[config.mk]
export PLATFORM = sky130hd
export DESIGN_NAME = experiment
export DESIGN_NICKNAME = d
export VERILOG_FILES = /design/src/rtl/mips_pkg.sv /design/src/rtl/mips_alu.sv /design/src/rtl/experiment.sv
export SDC_FILE = /design/constraint.sdc
export NUM_CORES = 1
export LEC_CHECK = 0
export CAP_MARGIN = 15
export CELL_PAD_IN_SITES_DETAIL_PLACEMENT = 0
export CELL_PAD_IN_SITES_GLOBAL_PLACEMENT = 2
export CORE_AREA = 8 8 233 235
export DETAILED_ROUTE_END_ITERATION = 6
export DIE_AREA = 0 0 241 243
export PLACE_DENSITY = 0.76
export SLEW_MARGIN = 20
export SYNTH_ARGS = -nofsm -noshare
export SYNTH_HDL_FRONTEND = slang
export SYNTH_SLANG_ARGS = --single-unit
[constraint.sdc]
create_clock -name CLK -period 7.3 [get_ports CLK]
set_clock_uncertainty 0.05 [all_clocks]
set_input_delay 1.825 -clock CLK [delete_from_list [all_inputs] [get_ports CLK]]
set_output_delay 1.825 -clock CLK [all_outputs]
set_load 0.005 [all_outputs]
[src/rtl/mips_pkg.sv]
`timescale 1ns/1ps
// Shared constants for the single-cycle MIPS R-type lab CPU.
package mips_pkg;

    localparam int unsigned ROM_DEPTH = 64;
    localparam int unsigned ROM_AW    = $clog2(ROM_DEPTH);
    localparam int unsigned REG_COUNT = 32;
    localparam int unsigned REG_AW    = $clog2(REG_COUNT);
    localparam int unsigned DATA_W    = 32;
    localparam int unsigned OP_W      = 3;
    localparam int unsigned PC_W      = 8;

    localparam logic [OP_W-1:0] ALU_AND = 3'b000;
    localparam logic [OP_W-1:0] ALU_OR  = 3'b001;
    localparam logic [OP_W-1:0] ALU_ADD = 3'b010;
    localparam logic [OP_W-1:0] ALU_SUB = 3'b110;
    localparam logic [OP_W-1:0] ALU_SLT = 3'b111;

    localparam logic [5:0] FUNCT_ADD = 6'h20;
    localparam logic [5:0] FUNCT_SUB = 6'h22;
    localparam logic [5:0] FUNCT_AND = 6'h24;
    localparam logic [5:0] FUNCT_OR  = 6'h25;
    localparam logic [5:0] FUNCT_SLT = 6'h2A;

    localparam logic [5:0] OPCODE_RTYPE = 6'h00;

endpackage

[src/rtl/mips_alu.sv]
`timescale 1ns/1ps
// 32-bit ALU: and/or/add/sub/signed set-less-than, wrap-around arithmetic.
module mips_alu
    import mips_pkg::*;
(
    input  logic [DATA_W-1:0] a,
    input  logic [DATA_W-1:0] b,
    input  logic [OP_W-1:0]   op,
    output logic [DATA_W-1:0] result
);

    // Select the operation result; unused encodings fall back to add.
    always_comb begin
        result = a + b;
        case (op)
            ALU_AND: result = a & b;
            ALU_OR:  result = a | b;
            ALU_ADD: result = a + b;
            ALU_SUB: result = a - b;
            ALU_SLT: result = DATA_W'(($signed(a) < $signed(b)) ? 1'b1 : 1'b0);
            default: result = a + b;
        endcase
    end

endmodule

[src/rtl/experiment.sv]
`timescale 1ns/1ps
// Single-cycle MIPS R-type CPU with fixed instruction ROM and LED debug view.
module experiment
    import mips_pkg::*;
(
    input  logic              CLK,
    input  logic              RST,
    input  logic [2:0]        SEL,
    output logic [7:0]        LED,
    output logic [DATA_W-1:0] dbg_inst,
    output logic [DATA_W-1:0] dbg_a,
    output logic [DATA_W-1:0] dbg_b,
    output logic [OP_W-1:0]   dbg_op,
    output logic              dbg_we,
    output logic [DATA_W-1:0] alu_output
);

    logic [PC_W-1:0]   pc;
    logic [DATA_W-1:0] regs [REG_COUNT];
    logic [ROM_AW-1:0] rom_idx;
    logic [5:0]        opcode;
    logic [5:0]        funct;
    logic [REG_AW-1:0] rs;
    logic [REG_AW-1:0] rt;
    logic [REG_AW-1:0] rd;
    logic              unused_shamt;

    assign rom_idx = pc[PC_W-1:2];
    assign opcode  = dbg_inst[31:26];
    assign rs      = dbg_inst[25:21];
    assign rt      = dbg_inst[20:16];
    assign rd      = dbg_inst[15:11];
    assign funct   = dbg_inst[5:0];
    assign unused_shamt = ^dbg_inst[10:6];

    // Fixed program ROM; everything past word 4 is a nop.
    always_comb begin
        dbg_inst = '0;
        case (rom_idx)
            6'd0:    dbg_inst = 32'h0022_1820;
            6'd1:    dbg_inst = 32'h0041_2022;
            6'd2:    dbg_inst = 32'h00C7_2824;
            6'd3:    dbg_inst = 32'h0022_4025;
            6'd4:    dbg_inst = 32'h0022_482A;
            default: dbg_inst = '0;
        endcase
    end

    // Decode funct into ALU op and write enable; anything unknown is a nop.
    always_comb begin
        dbg_op = ALU_ADD;
        dbg_we = 1'b0;
        if (opcode == OPCODE_RTYPE) begin
            case (funct)
                FUNCT_AND: begin dbg_op = ALU_AND; dbg_we = 1'b1; end
                FUNCT_OR:  begin dbg_op = ALU_OR;  dbg_we = 1'b1; end
                FUNCT_ADD: begin dbg_op = ALU_ADD; dbg_we = 1'b1; end
                FUNCT_SUB: begin dbg_op = ALU_SUB; dbg_we = 1'b1; end
                FUNCT_SLT: begin dbg_op = ALU_SLT; dbg_we = 1'b1; end
                default:   begin dbg_op = ALU_ADD; dbg_we = 1'b0; end
            endcase
        end
    end

    // Asynchronous register reads; r0 is hard-wired to zero.
    always_comb begin
        dbg_a = (rs == '0) ? '0 : regs[rs];
        dbg_b = (rt == '0) ? '0 : regs[rt];
    end

    mips_alu u_alu (
        .a      (dbg_a),
        .b      (dbg_b),
        .op     (dbg_op),
        .result (alu_output)
    );

    // PC advance and register write-back share one edge; reset seeds r[i]=i.
    always_ff @(posedge CLK or posedge RST) begin
        if (RST) begin
            pc <= '0;
            for (int unsigned i = 0; i < REG_COUNT; i++) begin
                regs[i] <= DATA_W'(i);
            end
        end else begin
            if (dbg_we && (rd != '0)) begin
                regs[rd] <= alu_output;
            end
            pc <= pc + PC_W'(4);
        end
    end

    // LED byte selection over ALU result, PC, instruction and decode state.
    always_comb begin
        LED = '0;
        case (SEL)
            3'd0: LED = alu_output[7:0];
            3'd1: LED = alu_output[15:8];
            3'd2: LED = alu_output[23:16];
            3'd3: LED = alu_output[31:24];
            3'd4: LED = pc;
            3'd5: LED = dbg_inst[7:0];
            3'd6: LED = {dbg_we, 4'b0000, dbg_op};
            3'd7: LED = dbg_a[7:0];
            default: LED = '0;
        endcase
    end

endmodule

* Word level (Yosys, flattened, before mapping)
Cells that the tools add are included.
Word-level totals: register bits after elaboration 1032, input bits 5, output and inout bits 140, logic and storage cells 94
Cells by class: add/sub/neg operators 3, magnitude comparators 5, equality and inequality tests 19, mux-type cells 19, bitwise gates (word level) 5, reduce and logical (&&, ||, !) cells 10
Operator list (count):
- 1024-bit bitwise mux | 1
- 32-bit binary-select mux with 5-bit select | 2
- 32-bit 2-to-1 mux | 7
- 32-bit demux with 5-bit select | 1
- 32-bit case mux with 4 select lines | 1
- 24-bit case mux with 5 select lines | 1
- 8-bit case mux with 8 select lines | 1
- 32-bit adder | 1
- 32-bit bitwise AND | 1
- 32-bit < comparator | 1
- 32-bit bitwise OR | 1
- 32-bit subtractor | 1
- 6-bit equality test, second input constant | 5
- 3-bit equality test, second input constant | 6
- 6-bit >= comparator, second input constant | 3
- 5-bit NOT with 6-bit output | 3
- 6-bit by 2-bit equality test with 1-bit output, second input constant | 2
- 3-bit case mux with 4 select lines | 1
- 5-bit zero test | 2
- 8-bit by 3-bit adder with 8-bit output, second input constant | 1
- 3-bit by 1-bit equality test with 1-bit output, second input constant | 2
- 3-bit by 2-bit equality test with 1-bit output, second input constant | 2
- 6-bit by 1-bit equality test with 1-bit output, second input constant | 1
- 6-bit by 3-bit equality test with 1-bit output, second input constant | 1
- 9 further kinds | 13

* Depth between registers and ports, before layout
depth after elaboration 11, depth in mapped cells 28, gate-level depth less buffers 25

* Cells and area by module
A second synthesis with hierarchy kept.
Unflattened totals: cells, all modules 1773, area, all modules 14836.7 sq um
By module, submodules not included:
- experiment | instances 1, cells each 1011, area an instance 9988.3 sq um, sequential area each 4966.0 sq um
- mips_alu | instances 1, cells each 762, area an instance 4848.4 sq um, sequential area each 0.0 sq um

* Worst setup path before layout
Ideal clock, no wire load.
kind register to output, start point reg pc[2], end point out LED[0], arrival time 5.720 ns, required time 5.425 ns, slack -0.295 ns, cell stages (with the launch flop) 26, path buffers 6, cells stage by stage dfrtp_1 -> ha_1 -> buf_2 -> nor2b_1 -> o21ai_1 -> inv_1 -> clkbuf_1 -> clkbuf_1 -> clkbuf_1 -> buf_1 -> nand2_1 -> and3_1 -> a211oi_1 -> ha_1 -> clkbuf_1 -> inv_1 -> o31ai_1 -> nor2_1 -> o22a_1 -> o21ai_1 -> o31ai_1 -> o31ai_1 -> mux2i_1 -> o21ai_1 -> mux4_2 -> mux2i_1
On the way: longest elaborated chain between the ends 11, elaborated cells between the ends (all ways) 36, classes of those cells 2 x add/sub; 1 x order compare; 11 x eq/ne; 14 x mux; 4 x bitwise; 4 x reduce/logical
RTL lines:
- from (decl) | line experiment.sv:18 | logic [PC_W-1:0] pc;
- from (signal assigned) | line experiment.sv:89 | pc <= pc + PC_W'(4);
- 6-bit by 3-bit equality test with 1-bit output (tied with other cells) | line experiment.sv:39 | case (rom_idx)
- 24-bit case mux with 5 select lines * | line experiment.sv:39
- 5-bit NOT with 6-bit output (not written as such) | line experiment.sv:67 | dbg_a = (rs == '0) ? '0 : regs[rs];
- 32-bit binary-select mux with 5-bit select | line experiment.sv:67
- 32-bit 2-to-1 mux (not written as such) (2 in series) | line experiment.sv:67
- 32-bit 2-to-1 mux * | line experiment.sv:67
- via dbg_a[12] | line experiment.sv:11 | output logic [DATA_W-1:0] dbg_a,
- 32-bit < comparator | line mips_alu.sv:20 | ALU_SLT: result = DATA_W'(($signed(a) < $signed(b)) ? 1'b1 : 1'b0);
- 1-bit 2-to-1 mux | line mips_alu.sv:20
- 32-bit case mux with 4 select lines * | line mips_alu.sv:15 | case (op)
- 8-bit case mux with 8 select lines * | line experiment.sv:96 | case (SEL)
- to (decl) | line experiment.sv:9 | output logic [7:0] LED,
Mark *: on every way through the listed nets, which the timed path passes. The rest lies on a longest branch. The select of a mux whose other input is x is not followed.

* Final worst setup path
start point reg pc[2], end point out LED[7]
On the way: longest elaborated chain between the ends 10, elaborated cells between the ends (all ways) 38, classes of those cells 2 x add/sub; 12 x eq/ne; 15 x mux; 4 x bitwise; 5 x reduce/logical
RTL lines (line):
- 6-bit by 3-bit equality test with 1-bit output (tied with other cells) | experiment.sv:39
- 24-bit case mux with 5 select lines * | experiment.sv:39
- 5-bit NOT with 6-bit output, on equally long branches | experiment.sv:67, experiment.sv:68
- 32-bit binary-select mux with 5-bit select, on equally long branches | experiment.sv:67, experiment.sv:68
- 32-bit 2-to-1 mux, on equally long branches (3 in series) | experiment.sv:67, experiment.sv:68
- 32-bit adder (tied with other cells) | mips_alu.sv:18, mips_alu.sv:21
- 32-bit case mux with 4 select lines | mips_alu.sv:15
- 8-bit case mux with 8 select lines * | experiment.sv:96
Every way passes the cells marked *; elsewhere a longest branch is shown, timed or not. The select of a mux whose other input is x is not followed.

==> results.py <==
metrics = {
    "yosys": {
        "syn_inst": 1985,
        "seq_area_frac_synth_pct": 33.19,
        "yosys.cell_types.count": 87,
        "synth_top_flop_cell": "dfrtp_1",
        "syn_area_um2": 15040,
        "yosysMostFrequentCell": "nand2_1",
        "synthArstFlopShare_pct": 100.0,
        "yosys.area.top_type": "dfrtp_1",
        "synth-edff-count": 0,
        "synth_area_leaders": "dfrtp_1 (32%), nand2_1 (10%), ha_1 (8.6%)",
        "syn_avg_cell_area_um2": 7.577,
        "synth_top_area_share_pct": 31.61,
        "yosys-top-cells-count": "nand2_1 (406), clkbuf_1 (216), dfrtp_1 (190), inv_1 (135), nor2_1 (106)",
        "synth_seq_cells": 199,
        "ys_warn_count": 0,
    },
    "grt": {
        "grt_util_met1_pct": 32.84,
        "top_usage_layer": "met2",
        "grt_remaining_overflow": 0,
        "grt_pass1_vias": 15720,
        "use_met3_pct": 3.150,
        "grt_usage_pct": 22.46,
        "grt_max_degree": 77,
        "grt_pass1_wl_um": 100700,
        "use_met2_pct": 33.64,
        "antenna_found_initial": 0,
    },
    "outcome": {
        "violations": "negative setup slack",
        "status": "finished with violations",
    },
    "timing": {
        "relSlewSlack_pct": 31.54,
        "maxSlewViolCount": 0,
        "post-route-period-util_pct": 104.6,
        "hold_viol_final": 0,
        "rsz0062_at_grt": "yes",
        "period_needed_ps": 7634,
        "fin_ws_ps": -334.4,
        "tightest_slew_ps": 1027,
        "setup_violations": 13,
        "fmax_mhz": 131.0,
    },
    "cts": {
        "cts_buffer_depth": 2,
        "htreeDepth": 4,
        "tritoncts.num_buffers": 17,
        "cts_root_buf": "clkbuf_16",
        "cts_tree": "built",
        "clock_sinks": 199,
        "clk_transition_reported_paths_ps": 70,
        "clock_latency_ps": 450,
        "hold_buffers": 0,
    },
    "critical_path": {
        "crit_slowest_cell": "dfrtp_1",
        "startpoint_type": "flop",
        "cp.arrival_ps": 5760,
        "crit_required_ps": 5430,
        "endpoint_kind": "primary output",
        "crit_path_frequent_cell": "buf_6",
        "crit_buf_inv": 10,
        "critPathMaxStageDelay_ps": 440,
        "critPathKind": "reg2out",
        "crit_fanout": 7,
        "path_delay_family": "compound AO/OA/AOI/OAI gates",
    },
    "finish": {
        "fillers": 4979,
        "syn2layout_area_growth_pct": 54.21,
        "fin_cells": 3123,
        "fin_util_pct": 45.76,
        "num_antenna_cells": 0,
        "drive_gt1_share_pct": 37.54,
        "finalNetCount": 2540,
    },
    "placed_design": {
        "pre_cts_slack_ps": -806.2,
        "dpl.hpwl_um": 51590,
        "place_congestion": 0.9866,
        "placed_cells": 2976,
        "numPortBuffers": 127,
    },
    "routing": {
        "avgViaCountPerCell": 5.135,
        "dr.pass1.iters": 5,
        "dr_total_vias": 16040,
        "drt-initial-drc-count": 1431,
        "routedWlPerCell_um": 21.85,
        "wl_um": 68250,
        "drtAntennaViolNets": 0,
        "drc": 0,
    },
    "run": {
        "max_cap_violations": 0,
    },
    "floorplanning": {
        "start_util_pct": 29.68,
        "pin_count": 145,
        "die_h_um": 243,
        "core_um2": 50680,
        "std_cell_rows": 83,
        "dieArea_um2": 58560,
        "dieWidth_um": 241,
    },
    "pwr": {
        "peakVddDrop_v": 0.0001312,
        "powerDensity_nw_per_um2": 95.40,
        "p_leak_nw": 11.00,
    },
    "hold_path": {
        "hold_path.class": "reg2reg",
    },
}
-- registers in the layout (all words and copies together), names as in the netlist --
| register | flops |
|---|---|
| regs | 193 |
| pc | 6 |
-- worst paths after layout --
path	slack, ps	cells after the start	end	start
min in group asynchronous	1800	2	regs[806]	RST
min	320	0	regs[801]	regs[801]
min reg2reg	320	0	regs[801]	regs[801]
max	-330	31	LED[7]	pc[2]
max reg2reg	1750	33	regs[927]	pc[2]
max in group asynchronous	4040	3	regs[828]	RST
-- per-stage QoR --
step	cell area (um^2)	hold WS [ps]	setup TNS [ps]	total power, mW
2_1_floorplan	15130	371.1	0	1.165
3_3_place_gp	19560	307.1	-9655	1.184
3_5_place_dp	19560	307.8	-11510	1.184
4_1_cts	22250	318.7	-2306	2.233
5_1_grt	23190	322.7	-6221	2.288
6_report	23190	317.8	-2484	2.213
-- kinds of logic (layout without fill, tap and decap cells) --
family          count (synthesis)  count (layout)  share of synthesized area, %
compound gates                498             498                         22.04
xor+xnor                       12              12                        0.6988
fa+ha+maj                     105             105                         8.835
buf+inv                       404             846                         10.65
flops                         199             199                         33.19
mux                            53              53                         3.910
other cells                     1              17                       0.02493
simple gates                  713             713                         20.66
-- worst reg2reg max path, delay by kind of cell (launching register included) --
| family | cells | cell delay, ps |
|---|---|---|
| fa+ha+maj | 2 | 330 |
| mux | 2 | 540 |
| xor+xnor | 1 | 100 |
| buf+inv | 12 | 1480 |
| simple gates | 4 | 430 |
| compound gates | 12 | 2080 |
| flops | 1 | 440 |
-- where the power goes --
group	internal (mW)	switching (mW)
logic	0.0160	0.0451
clock network	0.614	0.435
registers	1.10	0
total	1.73	0.481
-- final cells by class --
class,count,area [um^2],share of cell area (%)
inverter,138,546.8,2.358
clock buffer,19,432.9,1.867
tap,680,850.8,3.669
timing repair buffer,676,5911,25.49
multi-input combinational,1398,10240,44.15
sequential,199,4995,21.54
clock inverter,13,216.5,0.9333
-- what timing repair did --
action                                  4_1_cts  5_1_grt
pin swaps                                   131      105
cloned                                        4        0
endpoints found under the setup margin       32       34
gates resized for setup                     364      179
buffers inserted                             68       59
-- cells in the final DEF (no fill, tap or decap), types with 36 or more instances in the layout --
| master | instances |
|---|---|
| buf_4 | 458 |
| nand2_1 | 373 |
| dfrtp_1 | 187 |
| inv_1 | 110 |
| nor2_1 | 97 |
| clkdlybuf4s50_1 | 96 |
| o21ai_0 | 82 |
| a21oi_1 | 79 |
| nand3_1 | 77 |
| buf_6 | 76 |
| ha_1 | 75 |
| a31oi_1 | 40 |
| a211oi_1 | 36 |
-- per-layer routing --
layer | vias up | part of all wire [%] | routed length, um
met5 | - | 0 | 0
li1 | 7572 | - | -
met1 | 7873 | 48 | 32890
met2 | 512 | 43 | 29490
met4 | 0 | 2.9 | 1979
met3 | 80 | 5.7 | 3880
(Power assumes the default switching activity.)
